File: src/rtl/soc_top.sv
// soc_top: hardwired bus-master controller with a 4-bit parallel port
// and an 8N1 UART sharing one 16-bit I/O bus.

module soc_uart #(
    parameter int BIT_CYCLES = 868
) (
    input  logic       i_clk,
    input  logic       i_rst,
    input  logic       i_rx,
    output logic       o_tx,
    input  logic       i_tx_start,
    input  logic [7:0] i_tx_data,
    input  logic       i_rx_ack,
    output logic       o_irq_req,
    output logic       _rx_pending,
    output logic [7:0] _rx_data,
    output logic       _tx_busy
);
    localparam int CW = $clog2(BIT_CYCLES);
    localparam logic [CW-1:0] LAST = CW'(BIT_CYCLES - 1);
    localparam logic [CW-1:0] HALF = CW'(BIT_CYCLES / 2 - 1);

    typedef enum logic [1:0] {
        RX_IDLE,
        RX_START,
        RX_DATA,
        RX_STOP
    } rx_state_t;

    rx_state_t       rx_st;
    logic [2:0]      rx_sync;
    logic [CW-1:0]   rx_cnt;
    logic [2:0]      rx_bit;
    logic [7:0]      rx_shift;

    logic [9:0]      tx_shift;
    logic [CW-1:0]   tx_cnt;
    logic [3:0]      tx_bit;

    assign o_irq_req = _rx_pending;
    assign o_tx      = tx_shift[0];

    // rx_sync[1:0] is the synchronizer, rx_sync[2] the previous sample
    always_ff @(posedge i_clk) begin
        if (i_rst) begin
            rx_st       <= RX_IDLE;
            rx_sync     <= 3'b111;
            rx_cnt      <= '0;
            rx_bit      <= '0;
            rx_shift    <= '0;
            _rx_data    <= '0;
            _rx_pending <= 1'b0;
        end else begin
            rx_sync <= {rx_sync[1:0], i_rx};
            if (i_rx_ack)
                _rx_pending <= 1'b0;
            unique case (rx_st)
                RX_IDLE: begin
                    if (rx_sync[2] && !rx_sync[1]) begin
                        rx_st  <= RX_START;
                        rx_cnt <= '0;
                    end
                end
                RX_START: begin
                    if (rx_cnt == HALF) begin
                        rx_cnt <= '0;
                        rx_bit <= '0;
                        rx_st  <= rx_sync[1] ? RX_IDLE : RX_DATA;
                    end else begin
                        rx_cnt <= rx_cnt + 1'b1;
                    end
                end
                RX_DATA: begin
                    if (rx_cnt == LAST) begin
                        rx_cnt   <= '0;
                        rx_shift <= {rx_sync[1], rx_shift[7:1]};
                        rx_bit   <= rx_bit + 1'b1;
                        if (rx_bit == 3'd7)
                            rx_st <= RX_STOP;
                    end else begin
                        rx_cnt <= rx_cnt + 1'b1;
                    end
                end
                RX_STOP: begin
                    if (rx_cnt == LAST) begin
                        rx_cnt <= '0;
                        rx_st  <= RX_IDLE;
                        if (rx_sync[1]) begin
                            _rx_data    <= rx_shift;
                            _rx_pending <= 1'b1;
                        end
                    end else begin
                        rx_cnt <= rx_cnt + 1'b1;
                    end
                end
                default: rx_st <= RX_IDLE;
            endcase
        end
    end

    always_ff @(posedge i_clk) begin
        if (i_rst) begin
            tx_shift <= '1;
            tx_cnt   <= '0;
            tx_bit   <= '0;
            _tx_busy <= 1'b0;
        end else if (!_tx_busy) begin
            if (i_tx_start) begin
                tx_shift <= {1'b1, i_tx_data, 1'b0};
                tx_cnt   <= '0;
                tx_bit   <= '0;
                _tx_busy <= 1'b1;
            end
        end else if (tx_cnt == LAST) begin
            tx_cnt   <= '0;
            tx_shift <= {1'b1, tx_shift[9:1]};
            if (tx_bit == 4'd9)
                _tx_busy <= 1'b0;
            else
                tx_bit <= tx_bit + 1'b1;
        end else begin
            tx_cnt <= tx_cnt + 1'b1;
        end
    end
endmodule

module soc_periph #(
    parameter int BIT_CYCLES = 868
) (
    input  logic        i_clk,
    input  logic        i_rst,
    input  logic [15:0] i_addr,
    input  logic [15:0] i_wdata,
    input  logic        i_sel,
    input  logic        i_we,
    input  logic        i_re,
    output logic [15:0] o_rdata,
    input  logic [3:0]  i_par_i,
    output logic [3:0]  o_par_o,
    input  logic        i_uart_rx,
    output logic        o_uart_tx,
    output logic        o_irq_req
);
    logic       hit_par;
    logic       hit_dat;
    logic       hit_sts;
    logic       rx_pending;
    logic       tx_busy;
    logic [7:0] rx_data;
    logic       unused_wdata;

    assign hit_par = i_sel && (i_addr == 16'h8200);
    assign hit_dat = i_sel && (i_addr == 16'h8300);
    assign hit_sts = i_sel && (i_addr == 16'h8301);
    assign unused_wdata = ^i_wdata[15:8];

    soc_uart #(
        .BIT_CYCLES(BIT_CYCLES)
    ) u_uart (
        .i_clk      (i_clk),
        .i_rst      (i_rst),
        .i_rx       (i_uart_rx),
        .o_tx       (o_uart_tx),
        .i_tx_start (hit_dat && i_we),
        .i_tx_data  (i_wdata[7:0]),
        .i_rx_ack   (hit_dat && i_re),
        .o_irq_req  (o_irq_req),
        ._rx_pending(rx_pending),
        ._rx_data   (rx_data),
        ._tx_busy   (tx_busy)
    );

    always_comb begin
        o_rdata = '0;
        unique case (1'b1)
            hit_par: o_rdata = {12'b0, i_par_i};
            hit_dat: o_rdata = {8'b0, rx_data};
            hit_sts: o_rdata = {14'b0, rx_pending, tx_busy};
            default: o_rdata = '0;
        endcase
    end

    always_ff @(posedge i_clk) begin
        if (i_rst)
            o_par_o <= '0;
        else if (hit_par && i_we)
            o_par_o <= i_wdata[3:0];
    end
endmodule

module soc_top #(
    parameter int CLK_FREQ  = 100000000,
    parameter int BAUD_RATE = 115200
) (
    input  logic       i_clk,
    input  logic       i_rst,
    input  logic [3:0] i_par_i,
    output logic [3:0] o_par_o,
    input  logic       i_uart_rx,
    output logic       o_uart_tx
);
    localparam int BIT_CYCLES = (CLK_FREQ + BAUD_RATE / 2) / BAUD_RATE;

    typedef enum logic [2:0] {
        C_IDLE,
        C_STAT,
        C_DATA,
        C_PAR,
        C_POLL,
        C_TX,
        C_RET
    } ctl_state_t;

    ctl_state_t  st;
    logic [15:0] _i_ad;
    logic [15:0] _d_ad;
    logic [15:0] _d_wdata;
    logic [15:0] _irq_vector;
    logic [15:0] saved_ad;
    logic [15:0] rdata;
    logic [7:0]  byte_q;
    logic        _io_sel;
    logic        _io_we;
    logic        _io_re;
    logic        _irq_take;
    logic        _in_irq;
    logic        irq_req;
    logic        unused_bits;

    assign _irq_vector = 16'h0020;
    assign unused_bits = ^{_irq_take, rdata[15:8]};

    soc_periph #(
        .BIT_CYCLES(BIT_CYCLES)
    ) u_periph (
        .i_clk    (i_clk),
        .i_rst    (i_rst),
        .i_addr   (_d_ad),
        .i_wdata  (_d_wdata),
        .i_sel    (_io_sel),
        .i_we     (_io_we),
        .i_re     (_io_re),
        .o_rdata  (rdata),
        .i_par_i  (i_par_i),
        .o_par_o  (o_par_o),
        .i_uart_rx(i_uart_rx),
        .o_uart_tx(o_uart_tx),
        .o_irq_req(irq_req)
    );

    // Each state's bus access is set up one edge ahead so it is on the bus
    // while the state is current.
    always_ff @(posedge i_clk) begin
        if (i_rst) begin
            st        <= C_IDLE;
            _i_ad     <= '0;
            _d_ad     <= '0;
            _d_wdata  <= '0;
            _io_sel   <= 1'b0;
            _io_we    <= 1'b0;
            _io_re    <= 1'b0;
            _irq_take <= 1'b0;
            _in_irq   <= 1'b0;
            saved_ad  <= '0;
            byte_q    <= '0;
        end else begin
            _irq_take <= 1'b0;
            unique case (st)
                C_IDLE: begin
                    if (irq_req && !_in_irq) begin
                        _irq_take <= 1'b1;
                        _in_irq   <= 1'b1;
                        saved_ad  <= {14'd0, _i_ad[1:0] + 2'd1};
                        _i_ad     <= _irq_vector;
                        _d_ad     <= 16'h8301;
                        _io_sel   <= 1'b1;
                        _io_re    <= 1'b1;
                        st        <= C_STAT;
                    end else begin
                        _i_ad <= {14'd0, _i_ad[1:0] + 2'd1};
                    end
                end
                C_STAT: begin
                    _i_ad <= _i_ad + 16'd1;
                    _d_ad <= 16'h8300;
                    st    <= C_DATA;
                end
                C_DATA: begin
                    byte_q   <= rdata[7:0];
                    _i_ad    <= _i_ad + 16'd1;
                    _d_ad    <= 16'h8200;
                    _d_wdata <= {8'h00, rdata[7:0]};
                    _io_re   <= 1'b0;
                    _io_we   <= 1'b1;
                    st       <= C_PAR;
                end
                C_PAR: begin
                    _i_ad    <= _i_ad + 16'd1;
                    _d_ad    <= 16'h8301;
                    _d_wdata <= '0;
                    _io_we   <= 1'b0;
                    _io_re   <= 1'b1;
                    st       <= C_POLL;
                end
                C_POLL: begin
                    if (!rdata[0]) begin
                        _i_ad    <= _i_ad + 16'd1;
                        _d_ad    <= 16'h8300;
                        _d_wdata <= {8'h00, byte_q};
                        _io_re   <= 1'b0;
                        _io_we   <= 1'b1;
                        st       <= C_TX;
                    end
                end
                C_TX: begin
                    _i_ad    <= _i_ad + 16'd1;
                    _d_ad    <= '0;
                    _d_wdata <= '0;
                    _io_sel  <= 1'b0;
                    _io_we   <= 1'b0;
                    st       <= C_RET;
                end
                C_RET: begin
                    _in_irq <= 1'b0;
                    _i_ad   <= saved_ad;
                    st      <= C_IDLE;
                end
                default: st <= C_IDLE;
            endcase
        end
    end
endmodule

File: config.mk
export PLATFORM = sky130hd
export DESIGN_NAME = soc_top
export DESIGN_NICKNAME = d
export VERILOG_FILES = /design/src/rtl/soc_top.sv
export SDC_FILE = /design/constraint.sdc
export NUM_CORES = 1
export LEC_CHECK = 0
export CORE_MARGIN = 5
export CORE_UTILIZATION = 57
export CTS_BUF_LIST = sky130_fd_sc_hd__clkbuf_8
export CTS_CLUSTER_SIZE = 40
export DETAILED_ROUTE_END_ITERATION = 10
export GPL_TIMING_DRIVEN = 1
export PLACE_DENSITY = 0.78
export SKIP_CTS_REPAIR_TIMING = 1
export SYNTH_ARGS = -nofsm -noshare
export SYNTH_HDL_FRONTEND = slang
export SYNTH_SLANG_ARGS = --single-unit
export TNS_END_PERCENT = 100
File: constraint.sdc
create_clock -name i_clk -period 2.4 [get_ports i_clk]
set_clock_uncertainty 0.2 [all_clocks]
set_input_delay 0.48 -clock i_clk [delete_from_list [all_inputs] [get_ports i_clk]]
set_output_delay 0.48 -clock i_clk [all_outputs]
set_load 0.02 [all_outputs]
# --- Yosys cells after proc, flatten, opt, wreduce, memory -nomap -nowiden ---
# Cells that the tools add are included.
totals:
  ff_bits: 103
  output_inout_bits: 5
  input_bits: 7
classes:
  n_reduce_logical: 33
  n_mux: 48
  add_sub_neg: 4
  n_eq_ne: 26
ops:
  columns: ["cell", "n"]
  rows:
  - ["$pmux W16 S6", 1]
  - ["$mux W10", 9]
  - ["$eq A16 B16 Y1 const B", 3]
  - ["$pmux W8 S3", 2]
  - ["$mux W16", 2]
  - ["$pmux W10 S3", 1]
  - ["$add A10 B1 Y10 const B", 2]
  - ["$eq A10 B10 Y1 const B", 2]
  - ["$pmux W3 S6", 1]
  - ["$mux W4", 4]
  - ["$ne A2 B2 Y1 const B", 8]
  - ["$reduce_and A3 Y1", 5]
  - ["$eq A3 B3 Y1 const B", 4]
  - ["$mux W2", 6]
  - ["$mux W3", 4]
  - ["$reduce_and A2 Y1", 6]
  - ["$mux W1", 11]
  - ["$eq A10 B9 Y1 const B", 1]
  - ["$logic_and A1 B1 Y1", 8]
  - ["$mux W8", 1]
  - ["$pmux W2 S4", 1]
  - ["$reduce_bool A2 Y1", 4]
  - ["$eq A3 B2 Y1 const B", 2]
  - ["$pmux W3 S2", 1]
  - ["other kinds (18)", 22]

# --- Longest topological paths before layout ---
# Gate-level depths: netlist of run 1.
logic_depth:
  depth_word: 7
  ltp_mapped: 9
  depth_no_buf: 7

# --- Hierarchy ---
# A second synthesis of run 1 with hierarchy kept.
hier_totals:
  cells_unflattened: 503
  hier_area_um2: 4409.2
by_module_without_submodules:
  columns: ["module", "area_each_um2", "cells_each", "n_inst"]
  rows:
  - ["soc_uart", 2761.4, 302, 1]
  - ["soc_top", 1226.2, 146, 1]
  - ["soc_periph", 421.7, 55, 1]

# --- Worst setup path after synthesis of run 1 ---
# No wires, ideal clock.
synth_timing:
  path_kind: "register to register"
  start: "reg u_periph.u_uart.rx_cnt[2]"
  end: "reg u_periph.u_uart.rx_st[0]"
  path_buffers: 0
  stages_incl_launch_ff: 6
  setup_ns: 0.070
  slack_ns: 0.204
  arrival_ns: 1.926
  path_cell_list: "dfxtp_1 > or3b_1 > or3_4 > a21o_1 > or4_1 > a21oi_1"
synth_between:
  elab_chain_len: 3
synth_rtl:
  columns: ["element", "line_no", "rtl"]
  rows:
  - ["start, declared", "32", "logic [CW-1:0] rx_cnt;"]
  - ["start signal, assigned", "70", "rx_cnt <= rx_cnt + 1'b1;"]
  - ["start signal, assigned", "81", "rx_cnt <= rx_cnt + 1'b1;"]
  - ["start signal, assigned", "93", "rx_cnt <= rx_cnt + 1'b1;"]
  - ["$eq A10 B10 Y1 or $eq A10 B9 Y1 (tied branches)", "74, 85, 65", null]
  - ["$ne A2 B2 Y1 (no source line)", null, null]
  - ["$reduce_and A5 Y1 (no source line) (*)", null, null]
  - ["end signal, assigned", "68", "rx_st <= rx_sync[1] ? RX_IDLE : RX_DATA;"]
  - ["end, declared", "30", "rx_state_t rx_st;"]
# Mark *: on every way between the ends. The rest lies on a longest branch, timed or not.
# A chain may end at the register's enable or synchronous reset.

# --- Worst setup path after layout of run 1 ---
layout_timing:
  start: "reg u_periph.u_uart.rx_cnt[8]"
  end: "reg u_periph.u_uart.rx_st[0]"
# Same word-level chain as after synthesis.

==> summary.md, run 1 <==
| Metric | Value |
|---|---|
| Worst path max stage delay | 0.49 ns |
| Clock Sinks | 89 |
| Sequential share of the synthesized area | 44.2% |
| Final net count | 491 |
| Power share of the sequential group | 58.4% |
| Fraction of registers with async set/reset | 0% |
| Final setup violation count | 0 |
| Synthesis-to-finish area growth | 11.3% |
| Number of global-route vias before repair | 3120 |
| Layout cell share with drive strength beyond 1 | 8.71% |
| Pwr dens | 574 mW/mm^2 |
| IO Pins | 12 |
| Mapped Avg Cell Area | 8.70 sq um |
| Crit path arrival time | 2.38 ns |
| First-pass GRT wire length | 14300 um |
| DRC | 0 |
| P_leak | 1.57 nW |
| Pre-antenna DRT Iters | 5 |
| Die width | 94.1 um |
| Gp weighted congestion | 0.900 |
| Number of synthesized flops with an enable pin | 0 |
| Max Slew Vio Count | 0 |
| Top cell type by total area after synthesis | dfxtp_1 |
| Crit path time final | 2.29 ns |
| Initial antenna violation count | 0 |
| Max-slew headroom | 59.5% |
| Commonest non-fill, non-tap cells in the layout | 89 x dfxtp_1, 75 x nor2_1, 37 x mux2i_1 |
| Share of the synthesized area in the top cell type | 44.2% |
| Commonest non-fill, non-tap cell in the layout | dfxtp_1 |
| Max IR drop VDD | 448 uV |
| Core area | 0.00683 sq mm |
| Synth warnings | 0 |
| Int Power | 0.00193 W |
| Starting Density | 59.0% |
| Synth Net Count | 477 |
| Synth Instances | 463 |
| Die area | 0.00885 sq mm |
| Detailed Route WL | 8220 um |
| Drt initial violations | 193 |
| Reg2reg setup slack | 0.11 ns |
| Cts bufs inserted | 9 |
| CTS tree | done |
| Hold Path Class | reg2reg |
| WL/cell | 14.2 um |
| Yosys reg bits | 89 |
| Clock Path Buffers | 2 |
| Via density | 5.92 |
| P_sw | 0.000646 W |
| Die height | 94.1 um |
| RSZ-0062 raised after global routing | no |
| Combinational fraction of design power | 4.0% |
| CP max FO | 6 |
| Outcome | finished, final reports clean |
| Antenna viol nets, final | 0 |
| Setup TNS | 0 ns |
| Total track usage | 20.0% |
| Worst Path Required | 2.49 ns |
| FMAX | 436 MHz |
| Port Buffers | 11 |
| Clock latency on the worst-skew pair | 0.36 ns |
| Largest net degree at the start of global routing | 25 |
| Ys flop type | dfxtp_1 |
| Slowest cell on the critical path | or4_1 |
| Distinct cell type count after synthesis | 53 |
| H-tree Lvls | 3 |
| Clk slew on worst S/H paths | 0.10 ns |
| Aggregate global routing overflow | 0 |
| Startpoint types | flop |
| Largest cells by area after synthesis | dfxtp_1 44%, mux2i_1 9.2%, nor2_1 7.0% |
| Root buf cell | clkbuf_8 |
| Via count | 3421 |
| FP Rows | 30 |
| Clk network pwr share | 37.6% |
| Util after Layout | 65.6% |
| Kind of critical path | reg2reg |
| Max-cap viol count | 0 |
| CP Cell Sequence | or3b_1, or3_4, a21o_1, or4_1, a21oi_1 |
| Mapped Area | 0.00403 sq mm |
| Crit share post-route | 95.5% |
| Switching power share of the total | 25.1% |
| Worst setup EP type | flop |
| Worst-Margin Slew | 0.607 ns |
| Hpwl dp | 5820 um |
| Final hold viol count | 0 |
| Inserted Diodes | 0 |
## power groups by stage
stage / Sequential [W] / Combinational (W) / Clock [W]
5_1_grt: 0.00151 / 0.000114 / 0.00107
6_report: 0.00150 / 0.000102 / 0.000968
4_1_cts: 0.00150 / 0.000101 / 0.000991
2_1_floorplan: 0.00153 / 0.0000680 / 0
3_3_place_gp: 0.00154 / 0.0000994 / 0
3_5_place_dp: 0.00154 / 0.000101 / 0
## layout make-up
type / instances / area, sq um
clock inverter: 7 / 61.3
multi-input combinational: 339 / 2110
sequential: 89 / 1780
inverter: 9 / 33.8
fill: 581 / 2350
clock buffer: 9 / 124
tap: 96 / 120
timing repair buffer: 29 / 253
## critical path: cells and delay by family (launching register included)
family	cells	cell delay, ns
flip-flops	1	0.41
AND/OR/NAND/NOR	3	1.30
AO/OA/AOI/OAI	2	0.31
## per-stage QoR
| step | cell area, sq um | setup slack [ns] | hold WS, ns | power (W) | instances |
|---|---|---|---|---|---|
| global placement | 4300 | 0.134 | 0.201 | 0.00164 | 562 |
| global route | 4480 | 0.0452 | 0.263 | 0.00269 | 578 |
| finish | 4480 | 0.108 | 0.236 | 0.00257 | 578 |
| detailed placement | 4300 | 0.103 | 0.206 | 0.00164 | 562 |
| CTS | 4480 | 0.113 | 0.240 | 0.00260 | 578 |
| floorplan | 4030 | 0.204 | 0.189 | 0.00160 | 463 |
## logic make-up after synthesis
family	Yosys count	synth area share, %
compound gates	100	17.0
xor+xnor	2	0.435
fa+ha+maj	7	2.17
buf+inv	35	3.48
flops	89	44.2
mux	38	9.48
simple gates	192	23.2
## final timing paths
path,end,cells past startpoint,from
hold / removal,u_periph.u_uart.rx_sync[1],1,u_periph.u_uart.rx_sync[0]
hold reg to reg,u_periph.u_uart.rx_sync[1],1,u_periph.u_uart.rx_sync[0]
setup / recovery,u_periph.u_uart.rx_st[0],5,u_periph.u_uart.rx_cnt[8]
setup reg to reg,u_periph.u_uart.rx_st[0],5,u_periph.u_uart.rx_cnt[8]
## Yosys cell counts, types with 3 or more instances
cell      instances
dfxtp_1          89
nor2_1           75
mux2i_1          37
nand2_1          32
a21oi_1          29
clkbuf_1         20
nor3_1           20
nand3_1          14
o21ai_0          11
inv_1             9
a211oi_1          8
a22oi_1           8
a31oi_1           8
a211o_1           7
ha_1              7
nand2b_1          6
or3_1             6
and3_1            5
a311oi_1          4
a32oi_1           4
buf_2             4
nand3b_1          4
nor2b_1           4
nor3b_1           4
a21o_1            3
a221oi_1          3
a222oi_1          3
and2_1            3
and4_1            3
nand4_1           3
nand4b_1          3
or2_2             3
## registers in the layout, indices dropped and copies added (netlist names), 4 cells and up, named ones only
register and cells:
u_periph.u_uart.rx_cnt 10, u_periph.u_uart.tx_cnt 10, u_periph.u_uart.tx_shift 9, _d_wdata 8, byte_q 8, u_periph.u_uart._rx_data 8, u_periph.u_uart.rx_shift 8, u_periph.o_par_o 4
u_periph.u_uart.tx_bit 4
## per-layer routing
| layer | wire [um] | GRT usage [%] |
|---|---|---|
| met5 | 0 | 0 |
| met4 | 100 | 6.74 |
| met3 | 400 | 4.49 |
| met2 | 4100 | 34.1 |
| met1 | 3620 | 24.7 |
Note: power is estimated with default switching activity, not from simulation.
==> run 2, diff against run 1 <==
Settings changed: ABC_AREA set to 0.
==> results of run 2 <==
No change in the layout: final DEF, timing and power equal those of run 1.
